===== src/rtl/scr1_imem_responder.sv =====
// SCR1 imem target endpoint: serves reads from a pipelined read-only backend and
// answers writes, misaligned and out-of-window accesses locally with an error.
module scr1_imem_responder #(
  parameter logic [31:0] SCR1_ADDR_MASK    = 32'hffff0000,
  parameter logic [31:0] SCR1_ADDR_PATTERN = 32'h00010000,
  parameter int unsigned OUTSTANDING       = 2
) (
  input  logic        clk,
  input  logic        rst,
  output logic        imem_req_ack,
  input  logic        imem_req,
  input  logic        imem_cmd,
  input  logic [31:0] imem_addr,
  output logic [31:0] imem_rdata,
  output logic [1:0]  imem_resp,
  output logic        mem_req,
  output logic [31:0] mem_addr,
  input  logic        mem_gnt,
  input  logic        mem_rvalid,
  input  logic [31:0] mem_rdata,
  input  logic        mem_err,
  output logic        proto_err
);

  localparam int unsigned CW = $clog2(OUTSTANDING + 1);
  localparam logic [CW-1:0] MAX_CNT = CW'(OUTSTANDING);

  logic [CW-1:0] cnt;
  logic          err_pend;
  logic          lerr;
  logic          room;
  logic          retire;
  logic          be_ack;
  logic          err_ack;

  assign mem_addr = imem_addr;

  always_comb begin
    lerr    = imem_cmd | (|imem_addr[1:0]) |
              ((imem_addr & SCR1_ADDR_MASK) != SCR1_ADDR_PATTERN);
    retire  = mem_rvalid & (cnt != '0);
    // A retire in the same cycle frees the slot for a new backend read.
    room    = (cnt < MAX_CNT) | ((cnt == MAX_CNT) & mem_rvalid);
    mem_req = imem_req & ~lerr & ~err_pend & room & ~rst;
    be_ack  = mem_req & mem_gnt;
    // Local errors wait for the backend pipe to drain so responses stay ordered.
    err_ack = imem_req & lerr & ~err_pend & (cnt == '0) & ~mem_rvalid & ~rst;
    imem_req_ack = be_ack | err_ack;
  end

  always_ff @(posedge clk) begin
    if (rst) begin
      cnt        <= '0;
      err_pend   <= 1'b0;
      imem_resp  <= 2'b00;
      imem_rdata <= '0;
      proto_err  <= 1'b0;
    end else begin
      cnt <= cnt + CW'(be_ack) - CW'(retire);
      if (retire) begin
        imem_resp  <= mem_err ? 2'b10 : 2'b01;
        imem_rdata <= mem_err ? '0 : mem_rdata;
      end else if (err_pend) begin
        imem_resp  <= 2'b10;
        imem_rdata <= '0;
        err_pend   <= 1'b0;
      end else begin
        imem_resp  <= 2'b00;
      end
      if (err_ack) begin
        err_pend <= 1'b1;
      end
      if (mem_rvalid && (cnt == '0)) begin
        proto_err <= 1'b1;
      end
    end
  end

endmodule


===== config.mk =====
export PLATFORM = sky130hd
export DESIGN_NAME = scr1_imem_responder
export DESIGN_NICKNAME = d
export VERILOG_FILES = /design/src/rtl/scr1_imem_responder.sv
export SDC_FILE = /design/constraint.sdc
export NUM_CORES = 1
export LEC_CHECK = 0
export ABC_AREA = 1
export CORE_MARGIN = 1
export CORE_UTILIZATION = 30
export DETAILED_ROUTE_END_ITERATION = 12
export GPL_ROUTABILITY_DRIVEN = 0
export PLACE_DENSITY = 0.77
export RECOVER_POWER = 25
export SYNTH_ARGS = -nofsm -noshare
export SYNTH_HDL_FRONTEND = slang
export SYNTH_SLANG_ARGS = --single-unit
export TNS_END_PERCENT = 50

===== constraint.sdc =====
create_clock -name clk -period 1.8 [get_ports clk]
set_clock_uncertainty 0.1 [all_clocks]
set_input_delay 0.36 -clock clk [delete_from_list [all_inputs] [get_ports clk]]
set_output_delay 0.36 -clock clk [all_outputs]
set_load 0.02 [all_outputs]

==> results.py, run 1 <==
metrics = {
    "outcome": {
        "status": "complete, no violations",
    },
    "cts": {
        "clockBufferDepth": 2,
        "numCtsBuffers": 5,
        "cts_sinks": 38,
        "clockRootBuffer": "clkbuf_8",
        "cts_hold_buf": 0,
        "insertion_delay_ns": 0.28,
        "cts.htree.levels": 2,
        "cts_tree": "done",
        "path_clk_slew_ns": 0.07,
    },
    "placed_design": {
        "hpwl_um": 3440,
        "io_buffers": 111,
        "place_area_um2": 2770,
    },
    "synthesis": {
        "yosys.area.top_type": "dfxtp_1",
        "ys_types": 19,
        "synth.net_count": 297,
        "post_synth_instance_area_um2": 1750,
        "yosysSeqAreaShare": 0.435,
        "syn_inst": 224,
        "synth_warnings": 0,
        "netlist.area_leader.share": 0.435,
        "ys_top_cells_by_count": "nand2_1 (71), dfxtp_1 (38), buf_4 (35)",
        "avgSynthCellArea_um2": 7.81,
        "synth-edff-count": 0,
        "synthArstFlopShare": 0,
        "synth_most_common_cell": "nand2_1",
        "yosys_most_used_dff": "dfxtp_1",
        "yosys-top-cells-area": "dfxtp_1 (43%), nand2_1 (15%), buf_4 (15%)",
        "ys_ff_latch": 38,
    },
    "global_route": {
        "antenna_found_initial": 0,
        "gr-usage-all-layers": 0.152,
        "grt_overflow": 0,
        "grt_pass1_vias": 1655,
        "grt_max_degree": 34,
        "grt_pass1_wl_um": 7370,
    },
    "routing": {
        "drt_wl_total_um": 4830,
        "via_count": 1696,
        "ant_nets": 0,
        "drc": 0,
        "drt_iter0_drc": 53,
        "vias_per_cell": 4.30,
        "wl_per_cell_um": 12.3,
        "dr.pass1.iters": 4,
    },
    "timing": {
        "finalSetupViolCount": 0,
        "fin_hold_ws_ns": 0.372,
        "slew_viol_final": 0,
        "fmax_ghz": 0.558,
        "rsz0062_at_grt": "true",
        "min_period_ns": 1.79,
        "relSlewSlack": 0.705,
        "fin_crit_sh": 0.995,
        "worst_slew_pin_slew_ns": 0.443,
        "hold_violations": 0,
    },
    "min_path": {
        "hp-class": "register to register",
    },
    "final_layout": {
        "area_growth_pct": 67.5,
        "nNetsFinal": 394,
        "diodes": 0,
        "final_area_um2": 2930,
        "drive_above_1_share": 0.230,
    },
    "floorplanning": {
        "die_y_um": 78.4,
        "core_area_um2": 5570,
        "rows": 27,
        "initial_core_util": 0.314,
        "die_area_um2": 6140,
        "fp.dieW_um": 78.4,
        "io_pins": 140,
    },
    "worst_setup_path": {
        "critPathMaxFanout": 2,
        "startpoint_type": "register",
        "critical_path.cell_chain": "nor2_4 -> inv_2 -> nor3_4 -> o21ai_4 -> nand2_1 -> buf_6",
        "crit_required_ns": 1.34,
        "worst_path_max_delay_cell": "dfxtp_2",
        "worstSetupPathType": "register to output port",
        "cp-end-kind": "output port",
        "slowest_delay_ns": 0.34,
        "arrival_ns": 1.33,
    },
    "power": {
        "power.density_nw_per_um2": 719,
        "ir_drop_mv": 0.416,
        "p_leak_nw": 1.30,
    },
    "job": {
        "max-cap-violations": 0,
    },
}
[state kept, by name, summed over array words and instances, names as in the netlist]
name,flops
proto_err,1
err_pend,1
imem_rdata,32
cnt,2
imem_resp,2
[path summary, 6_finish.rpt]
| path | slack (ns) | to | depth (start not counted) | from |
|---|---|---|---|---|
| worst max-delay path | 0.009 | imem_req_ack | 6 | cnt[0]$_SDFF_PP0_ |
| worst min-delay path | 0.37 | imem_rdata[17]$_SDFFE_PP0P_ | 2 | imem_rdata[17]$_SDFFE_PP0P_ |
| worst max register to register | 0.009 | cnt[1]$_SDFF_PP0_ | 10 | err_pend$_SDFFE_PP0P_ |
| worst min register to register | 0.37 | imem_rdata[17]$_SDFFE_PP0P_ | 2 | imem_rdata[17]$_SDFFE_PP0P_ |
[layout by cell type (no fill, tap or decap)]
| cell | Yosys | final |
|---|---|---|
| clkdlybuf4s50_1 | 0 | 87 |
| nand2_1 | 71 | 70 |
| dfxtp_1 | 38 | 36 |
| nand3_1 | 34 | 33 |
| buf_4 | 35 | 17 |
| nor2_1 | 14 | 9 |
| buf_2 | 0 | 9 |
| clkbuf_2 | 0 | 8 |
| clkbuf_8 | 0 | 6 |
| inv_2 | 4 | 5 |
| nor2_4 | 1 | 4 |
| inv_1 | 5 | 3 |
| nor2_2 | 1 | 3 |
| clkdlybuf4s15_1 | 0 | 3 |
| buf_6 | 6 | 3 |
| nand2_4 | 1 | 2 |
| a21oi_1 | 3 | 2 |
| ha_4 | 0 | 2 |
| dfxtp_2 | 0 | 2 |
| dlygate4sd2_1 | 0 | 2 |
| buf_12 | 0 | 2 |
| nand4_1 | 1 | 1 |
| nor3_2 | 0 | 1 |
| inv_4 | 0 | 1 |
| a21oi_4 | 0 | 1 |
| nor3b_2 | 0 | 1 |
| nand3_2 | 0 | 1 |
| nor3_4 | 0 | 1 |
| o21ai_4 | 0 | 1 |
| nor2_8 | 1 | 1 |
| xnor2_2 | 0 | 1 |
| o21ai_1 | 0 | 1 |
| nor3_1 | 3 | 1 |
| clkinvlp_4 | 0 | 1 |
| clkinv_2 | 0 | 1 |
[worst max-delay path: cells and delay by family, from the launching register on]
family	cells	cell delay, ns
compound gates	1	0.09
buf+inv	2	0.19
flops	1	0.34
simple gates	3	0.43
[where the power goes]
group	switching (mW)	internal, mW
clock network	0.289	0.308
registers	0.0282	0.886
logic	0.293	0.303
total	0.611	1.50
[cell type report]
| type | instances | area, um2 |
|---|---|---|
| fillers | 533 | 2640 |
| repair buffers | 131 | 1200 |
| well taps | 72 | 90.1 |
| multi-input cells | 136 | 742 |
| flip-flops and latches | 38 | 763 |
| clock inverters | 2 | 12.5 |
| clock buffers | 6 | 82.6 |
| inverters | 9 | 36.3 |
[per-stage QoR]
step                setup slack, ns  cells  utilization  setup TNS (ns)  total power [mW]
floorplan                   0.00754    224            -               0              1.26
global placement             -0.649    382        0.496           -7.35              1.48
detailed placement           -0.696    382        0.496           -7.86              1.48
CTS                         0.00195    392        0.514               0              2.09
global route                -0.0934    394        0.526          -0.249              2.22
finish                      0.00892    394        0.526               0              2.11
[per-layer routing]
metal	wire length [um]	track usage	vias to the layer above
met5	0	0	-
met4	38	0.0481	0
met3	268	0.0360	5
met2	2550	0.282	57
met1	1970	0.168	767
li1	-	-	867
[cells by family after synthesis]
group           Yosys count  share of synthesized area
buf+inv                  50                      0.208
flops                    38                      0.435
compound gates            5                     0.0143
simple gates            128                      0.324
fa+ha+maj                 2                     0.0143
xor+xnor                  1                    0.00500
[repair_timing]
item | CTS | global route
endpoints found under the setup margin | 22 | 3
resized for setup | 83 | 28
setup buffers | 2 | 2
pin swaps | 25 | 16
Note: power is estimated with default switching activity, not from simulation.
==> inputs of run 2 (changes only) <==
CORE_UTILIZATION = 33   (was 30)
PLACE_DENSITY = 0.81   (was 0.77)
clock period = 2 ns   (was 1.8 ns; I/O delays follow)
==> results.py, run 2 (same netlist as run 1, synthesis figures left out) <==
metrics = {
    "routing": {
        "wl_per_cell_um": 12.0,
        "drt_iter0_drc": 31,
        "via_count": 1730,
        "drc": 0,
        "ant_nets": 0,
        "vias_per_cell": 4.46,
        "dr.pass1.iters": 4,
        "drt_wl_total_um": 4640,
    },
    "power": {
        "p_clk_frac": 0.327,
        "switching_share": 0.271,
        "p_int_mw": 1.42,
        "total_power_mw": 1.95,
        "p_comb_frac": 0.254,
        "seq_power_share": 0.419,
        "ir_drop_mv": 0.431,
        "p_leak_nw": 1.30,
        "p_sw_mw": 0.528,
        "power.density_nw_per_um2": 679,
    },
    "final_layout": {
        "fill_cells": 482,
        "largest_reg_flops": 32,
        "top_register": "imem_rdata",
        "final_common_cell": "clkdlybuf4s50_1",
        "top_regs": "imem_rdata x32, cnt x2, imem_resp x2",
        "final_area_um2": 2870,
        "layout_common_cells": "clkdlybuf4s50_1 (87), nand2_1 (69), dfxtp_1 (38)",
        "diodes": 0,
        "area_growth_pct": 63.9,
        "nNetsFinal": 390,
        "drive_above_1_share": 0.148,
    },
    "global_route": {
        "grt_max_degree": 19,
        "grt_pass1_wl_um": 6690,
        "grt_overflow": 0,
        "grt_pass1_vias": 1547,
        "antenna_found_initial": 0,
        "gr-usage-all-layers": 0.158,
    },
    "worst_setup_path": {
        "worst_path_max_delay_cell": "dlygate4sd2_1",
        "slowest_delay_ns": 0.24,
        "worstSetupPathType": "input pin to output port",
        "critical_path.cell_chain": "dlygate4sd2_1 -> nor2_1 -> nand4_1 -> nor2_2 -> nand3_2 -> nand2_1 -> buf_2",
        "critPathMaxFanout": 3,
        "startpoint_type": "input pin",
        "cp-end-kind": "output port",
        "crit_required_ns": 1.50,
        "arrival_ns": 1.45,
    },
    "cts": {
        "clockBufferDepth": 2,
        "cts.htree.levels": 2,
        "numCtsBuffers": 5,
        "cts_sinks": 38,
        "cts_hold_buf": 0,
        "clockRootBuffer": "clkbuf_8",
        "path_clk_slew_ns": 0.07,
        "insertion_delay_ns": 0.28,
        "cts_tree": "done",
    },
    "timing": {
        "relSlewSlack": 0.758,
        "fin_crit_sh": 0.974,
        "worst_slew_pin_slew_ns": 0.363,
        "fmax_ghz": 0.513,
        "finalSetupViolCount": 0,
        "min_period_ns": 1.95,
        "slew_viol_final": 0,
        "fin_hold_ws_ns": 0.371,
        "timing.final.ws_setup_ns": 0.0518,
        "fin_setup_tns_ns": 0,
        "hold_violations": 0,
    },
    "outcome": {
        "status": "complete, no violations",
    },
    "floorplanning": {
        "die_area_um2": 5600,
        "io_pins": 140,
        "initial_core_util": 0.343,
        "die_y_um": 74.8,
        "fp.dieW_um": 74.8,
        "core_area_um2": 5110,
        "rows": 26,
    },
    "placed_design": {
        "place_area_um2": 2760,
        "hpwl_um": 3400,
        "io_buffers": 111,
        "post-place-ws_ns": -0.622,
    },
    "min_path": {
        "hp-class": "register to register",
    },
    "job": {
        "max-cap-violations": 0,
    },
}
run 2: area by class of cell:
type / instances / area (um2) / area share
flip-flops and latches: 38 / 761 / 0.265
clock buffers: 7 / 76.3 / 0.0266
multi-input cells: 136 / 693 / 0.242
repair buffers: 127 / 1190 / 0.414
clock inverters: 1 / 30.0 / 0.0105
inverters: 9 / 33.8 / 0.0118
well taps: 70 / 87.6 / 0.0305
run 2: final timing paths:
| kind | from | to | slack (ns) | cells after the start |
|---|---|---|---|---|
| min reg2reg | imem_rdata[8]$_SDFFE_PP0P_ | imem_rdata[8]$_SDFFE_PP0P_ | 0.37 | 2 |
| min | imem_rdata[8]$_SDFFE_PP0P_ | imem_rdata[8]$_SDFFE_PP0P_ | 0.37 | 2 |
| max | imem_addr[18] | imem_req_ack | 0.05 | 7 |
| max reg2reg | cnt[0]$_SDFF_PP0_ | cnt[1]$_SDFF_PP0_ | 0.11 | 11 |
run 2: metrics by stage:
step                cells  utilization
finish                388        0.562
global route          388        0.562
CTS                   387        0.561
detailed placement    379        0.540
global placement      379        0.540
floorplan             224            -
run 2: routing by layer:
metal	share of wire	up-vias	wire, um	track usage
li1	-	863	-	-
met1	0.42	797	1930	0.165
met2	0.51	63	2380	0.292
met3	0.064	7	296	0.0509
met4	0.0088	0	41	0.0629
met5	0	-	0	0
run 2: power by group through the flow:
stage          combinational (mW)  clock [mW]  sequential, mW
4_1_cts                     0.515       0.662           0.817
5_1_grt                     0.528       0.682           0.819
6_report                    0.495       0.636           0.816
3_5_place_dp                0.518           0           0.834
2_1_floorplan               0.257           0           0.873
3_3_place_gp                0.510           0           0.832
run 2: worst max-delay path, delay by kind of cell:
kind	cells	cell delay, ns
simple gates	5	0.65
buf+inv	2	0.40
run 2: what timing repair did:
action,CTS,global route
setup endpoints to repair,6,3
cloned,0,0
gates resized for setup,48,19
pin swaps,21,16
setup buffers,1,1
==> inputs of run 3 (changes only) <==
RECOVER_POWER = 50   (was 25)
==> results.py, run 3 (same netlist as run 1, synthesis figures left out) <==
metrics = {
    "floorplanning": {
        "fp.dieW_um": 74.8,
        "core_area_um2": 5110,
        "io_pins": 140,
        "die_area_um2": 5600,
        "initial_core_util": 0.343,
        "rows": 26,
        "die_y_um": 74.8,
    },
    "cts": {
        "cts_tree": "done",
        "clockBufferDepth": 2,
        "cts_sinks": 38,
        "cts.htree.levels": 2,
        "insertion_delay_ns": 0.28,
        "numCtsBuffers": 5,
        "path_clk_slew_ns": 0.07,
        "clockRootBuffer": "clkbuf_8",
        "cts_hold_buf": 0,
    },
    "global_route": {
        "grt_pass1_vias": 1547,
        "gr-usage-all-layers": 0.158,
        "antenna_found_initial": 0,
        "grt_max_degree": 19,
        "grt_pass1_wl_um": 6690,
        "grt_overflow": 0,
    },
    "timing": {
        "fmax_ghz": 0.513,
        "timing.final.ws_setup_ns": 0.0518,
        "worst_slew_pin_slew_ns": 0.364,
        "hold_violations": 0,
        "finalSetupViolCount": 0,
        "fin_crit_sh": 0.974,
        "min_period_ns": 1.95,
        "slew_viol_final": 0,
        "fin_hold_ws_ns": 0.371,
        "relSlewSlack": 0.757,
    },
    "worst_setup_path": {
        "worstSetupPathType": "input pin to output port",
        "arrival_ns": 1.45,
        "r2r_cells": 11,
        "critPathMaxFanout": 3,
        "startpoint_type": "input pin",
        "cp-end-kind": "output port",
        "worstReg2RegEnd": "cnt[1]$_SDFF_PP0_",
        "crit_start": "imem_addr[18]",
        "critical_path.cell_chain": "dlygate4sd2_1 -> nor2_1 -> nand4_1 -> nor2_2 -> nand3_2 -> nand2_1 -> buf_2",
        "worst_path_max_delay_cell": "dlygate4sd2_1",
        "timing.rr.start": "cnt[0]$_SDFF_PP0_",
        "ff2ff_setup_slack_ns": 0.11,
        "crit_required_ns": 1.50,
        "slowest_delay_ns": 0.24,
    },
    "routing": {
        "ant_nets": 0,
        "drc": 0,
        "dr.pass1.iters": 4,
        "via_count": 1725,
        "wl_per_cell_um": 12.0,
        "drt_wl_total_um": 4640,
        "vias_per_cell": 4.45,
        "drt_iter0_drc": 32,
    },
    "final_layout": {
        "area_growth_pct": 63.8,
        "fill_cells": 483,
        "final_common_cell": "clkdlybuf4s50_1",
        "regArea_um2": 761,
        "largest_reg_flops": 32,
        "top_regs": "imem_rdata x32, cnt x2, imem_resp x2",
        "diodes": 0,
        "drive_above_1_share": 0.148,
        "layout_common_cells": "clkdlybuf4s50_1 (82), nand2_1 (69), dfxtp_1 (38)",
        "top_register": "imem_rdata",
        "multiInputGateArea_um2": 693,
        "nNetsFinal": 390,
    },
    "min_path": {
        "hold_path_end": "imem_rdata[17]$_SDFFE_PP0P_",
        "min_delay_path_depth": 2,
        "worstHoldStart": "imem_rdata[17]$_SDFFE_PP0P_",
        "hp-class": "register to register",
    },
    "power": {
        "ir_drop_mv": 0.431,
        "p_clk_frac": 0.328,
        "seq_power_share": 0.420,
        "p_sw_mw": 0.528,
        "power.density_nw_per_um2": 678,
        "p_int_mw": 1.41,
        "p_comb_frac": 0.252,
        "switching_share": 0.272,
        "p_leak_nw": 1.30,
    },
    "placed_design": {
        "hpwl_um": 3400,
        "io_buffers": 111,
        "post-place-ws_ns": -0.622,
    },
    "job": {
        "max-cap-violations": 0,
    },
    "outcome": {
        "status": "complete, no violations",
    },
}
==> run 3: changes by cell type in the layout (fill, tap and decap cells not counted), sizes merged <==
cell / change
clkbuf: +1
clkdlybuf4s50: -5
dlygate4sd3: +5
buf: -1
==> run 3: power groups by stage <==
| stage | Sequential (mW) | Combinational (mW) | Clock [mW] |
|---|---|---|---|
| finish | 0.816 | 0.490 | 0.636 |
| global route | 0.819 | 0.524 | 0.682 |
| CTS | 0.817 | 0.515 | 0.662 |
| detailed placement | 0.834 | 0.518 | 0 |
| global placement | 0.832 | 0.510 | 0 |
| floorplan | 0.873 | 0.257 | 0 |
==> run 3: layout make-up <==
class / count / area share
flip-flops and latches: 38 / 0.265
multi-input cells: 136 / 0.242
clock inverters: 1 / 0.0105
well taps: 70 / 0.0306
repair buffers: 127 / 0.413
inverters: 9 / 0.0118
clock buffers: 7 / 0.0266
==> run 3: routing by layer <==
layer	global-route usage	part of all wire
met1	0.165	0.41
met2	0.292	0.51
met3	0.0509	0.066
met4	0.0629	0.0088
met5	0	0
==> run 3: stage by stage <==
stage,total power [mW],instances,utilization,cell area [um2],setup TNS (ns)
after floorplan,1.13,224,-,1750,0
after global routing,2.03,388,0.561,2870,-0.0274
after global placement,1.34,379,0.540,2760,-1.89
after CTS,1.99,387,0.561,2870,0
final,1.94,388,0.561,2870,0
after detailed placement,1.35,379,0.540,2760,-2.29
==> run 3: what timing repair did <==
action	CTS	global route
resized for setup	48	19
buffers inserted	1	1
hold endpoints to repair	0	0
pin swaps	21	16
endpoints found under the setup margin	6	3
==> run 3: worst max-delay path by stage <==
stage	slack, ns	depth (start not counted)	to
after CTS	0.02	9	imem_req_ack
after floorplan	0.14	12	cnt[1]$_SDFF_PP0_
after global placement	-0.53	9	imem_req_ack
after detailed placement	-0.62	7	mem_req
after global routing	-0.01	8	mem_req
final	0.05	7	imem_req_ack
==> run 3: critical path: cells and delay by family <==
kind	cells	cell delay (ns)
buffers and inverters	2	0.40
and+or+nand+nor	5	0.65
==> patch, RTL diff (flow settings as in run 1) <==
The parameter `OUTSTANDING` goes from 2 to 1.
--- a/src/rtl/scr1_imem_responder.sv
+++ b/src/rtl/scr1_imem_responder.sv
@@ -5,3 +5,3 @@
   parameter logic [31:0] SCR1_ADDR_PATTERN = 32'h00010000,
-  parameter int unsigned OUTSTANDING       = 2
+  parameter int unsigned OUTSTANDING       = 1
 ) (
Behaviour: not the same (a bounded check fails within 4 cycles, from zero or initial values and one cycle with rst high).
==> patch against run 1 <==
  * Non-clock buffer count decreased by 4
  * Final area fell by 6.6%
  * Final cell count shrank 20%
  * Die area fell by 8.9%
  * Utilization up 1.0 points
  * Synthesized area fell by 9.1%
  * Wire length fell by 7.5%
  * Register-to-register slack better by 0.06 ns
  * Worst setup slack better by 0.014 ns
  * Sequential cell count down 1
  * Highest routed layer unchanged
Power is not compared: it rests on default switching activity, and its combinational part moved more than twofold at a synthesized area within 25%.
==> patch: results (changes against run 1) <==
metric,value,unit,change
place_area,0.00253,mm²,-8.6%
die-area,0.00560,mm²,-8.9%
nFillCells,454,,-15%
seq_cells,37,,-2.6%
nets,314,,-20%
multiInputGateArea,568,µm²,-23%
clock_area_share,4.25,%,+1.0 points
syn_inst,150,,-33%
regArea,742,µm²,-2.8%
grtUsageTotal,15.2,%,about the same
status,completed,,
synth_xor_area_share,0,%,-0.50 points
cts_setup_buffers,6,,+4
ctsResizeCount,58,,-30%
synth_compound_area_share,21.1,%,+20 points
reg2reg_to,cnt,,
clkbuf_count,7,,+1
slowest_delay,0.26,ns,-0.08 ns
multi_input_cells,66,,-51%
synthTopCellsByCount,"37 x dfxtp_1, 32 x a32o_1, 32 x buf_4",,
crit_path_start,rst,,
tightest_slew,0.780,ns,+0.337 ns
dp_hpwl,2930,µm,-15%
first_pass_iters,3,,-1
buf_share,43.7,%,+2.6 points
synth_cell_types,20,,+1
synth_seq_area_share,46.6,%,+3.1 points
drive_above_1_share,26.6,%,+3.7 points
crit_fanout,3,,+1
synth-adder-area-share,0,%,-1.4 points
[patch: kinds of logic after synthesis]
| family | count (synthesis) |
|---|---|
| AO/OA/AOI/OAI | 35 |
| buffers and inverters | 47 |
| flip-flops | 37 |
| AND/OR/NAND/NOR | 31 |
[patch: where the power goes]
group	leakage (nW)	total, W	internal (W)	switching (W)
logic	0.683	0.000259	0.000152	0.000108
registers	0.299	0.000822	0.000821	0.00000127
clock network	0.0585	0.000743	0.000452	0.000291
[patch: layer usage]
layer / GRT usage [%] / routed length, µm / up-vias
met1: 16.0 / 1750 / 710
met3: 4.95 / 319 / 13
met5: 0 / 0 / -
met2: 28.0 / 2320 / 64
li1: - / - / 702
met4: 5.45 / 83 / 0
[patch: tightest hold or removal path: cells and delay by family (launching register included)]
| family | cells | cell delay [ns] |
|---|---|---|
| simple gates | 1 | 0.07 |
| compound gates | 1 | 0.05 |
| flops | 1 | 0.33 |
[patch: stage by stage]
step / setup slack [ns] / hold slack [ns] / utilization (%) / power (W) / setup TNS [ns]
after floorplan: 0.0558 / 0.329 / - / 0.000986 / 0
after global placement: -0.642 / 0.369 / 49.5 / 0.00110 / -14.56
after detailed placement: -0.753 / 0.355 / 49.5 / 0.00110 / -14.75
after CTS: 0.00237 / 0.374 / 52.1 / 0.00184 / 0
after global routing: -0.0627 / 0.414 / 53.6 / 0.00190 / -0.126
final: 0.0230 / 0.369 / 53.6 / 0.00182 / 0
[patch: worst min-delay path by stage]
stage,startpoint,to,slack (ns),cells after the start
after detailed placement,proto_err,proto_err,0.36,2
final,proto_err,proto_err,0.37,2
after global routing,proto_err,proto_err,0.41,2
after CTS,proto_err,proto_err,0.37,2
after floorplan,rst,cnt,0.33,1
after global placement,proto_err,proto_err,0.37,2
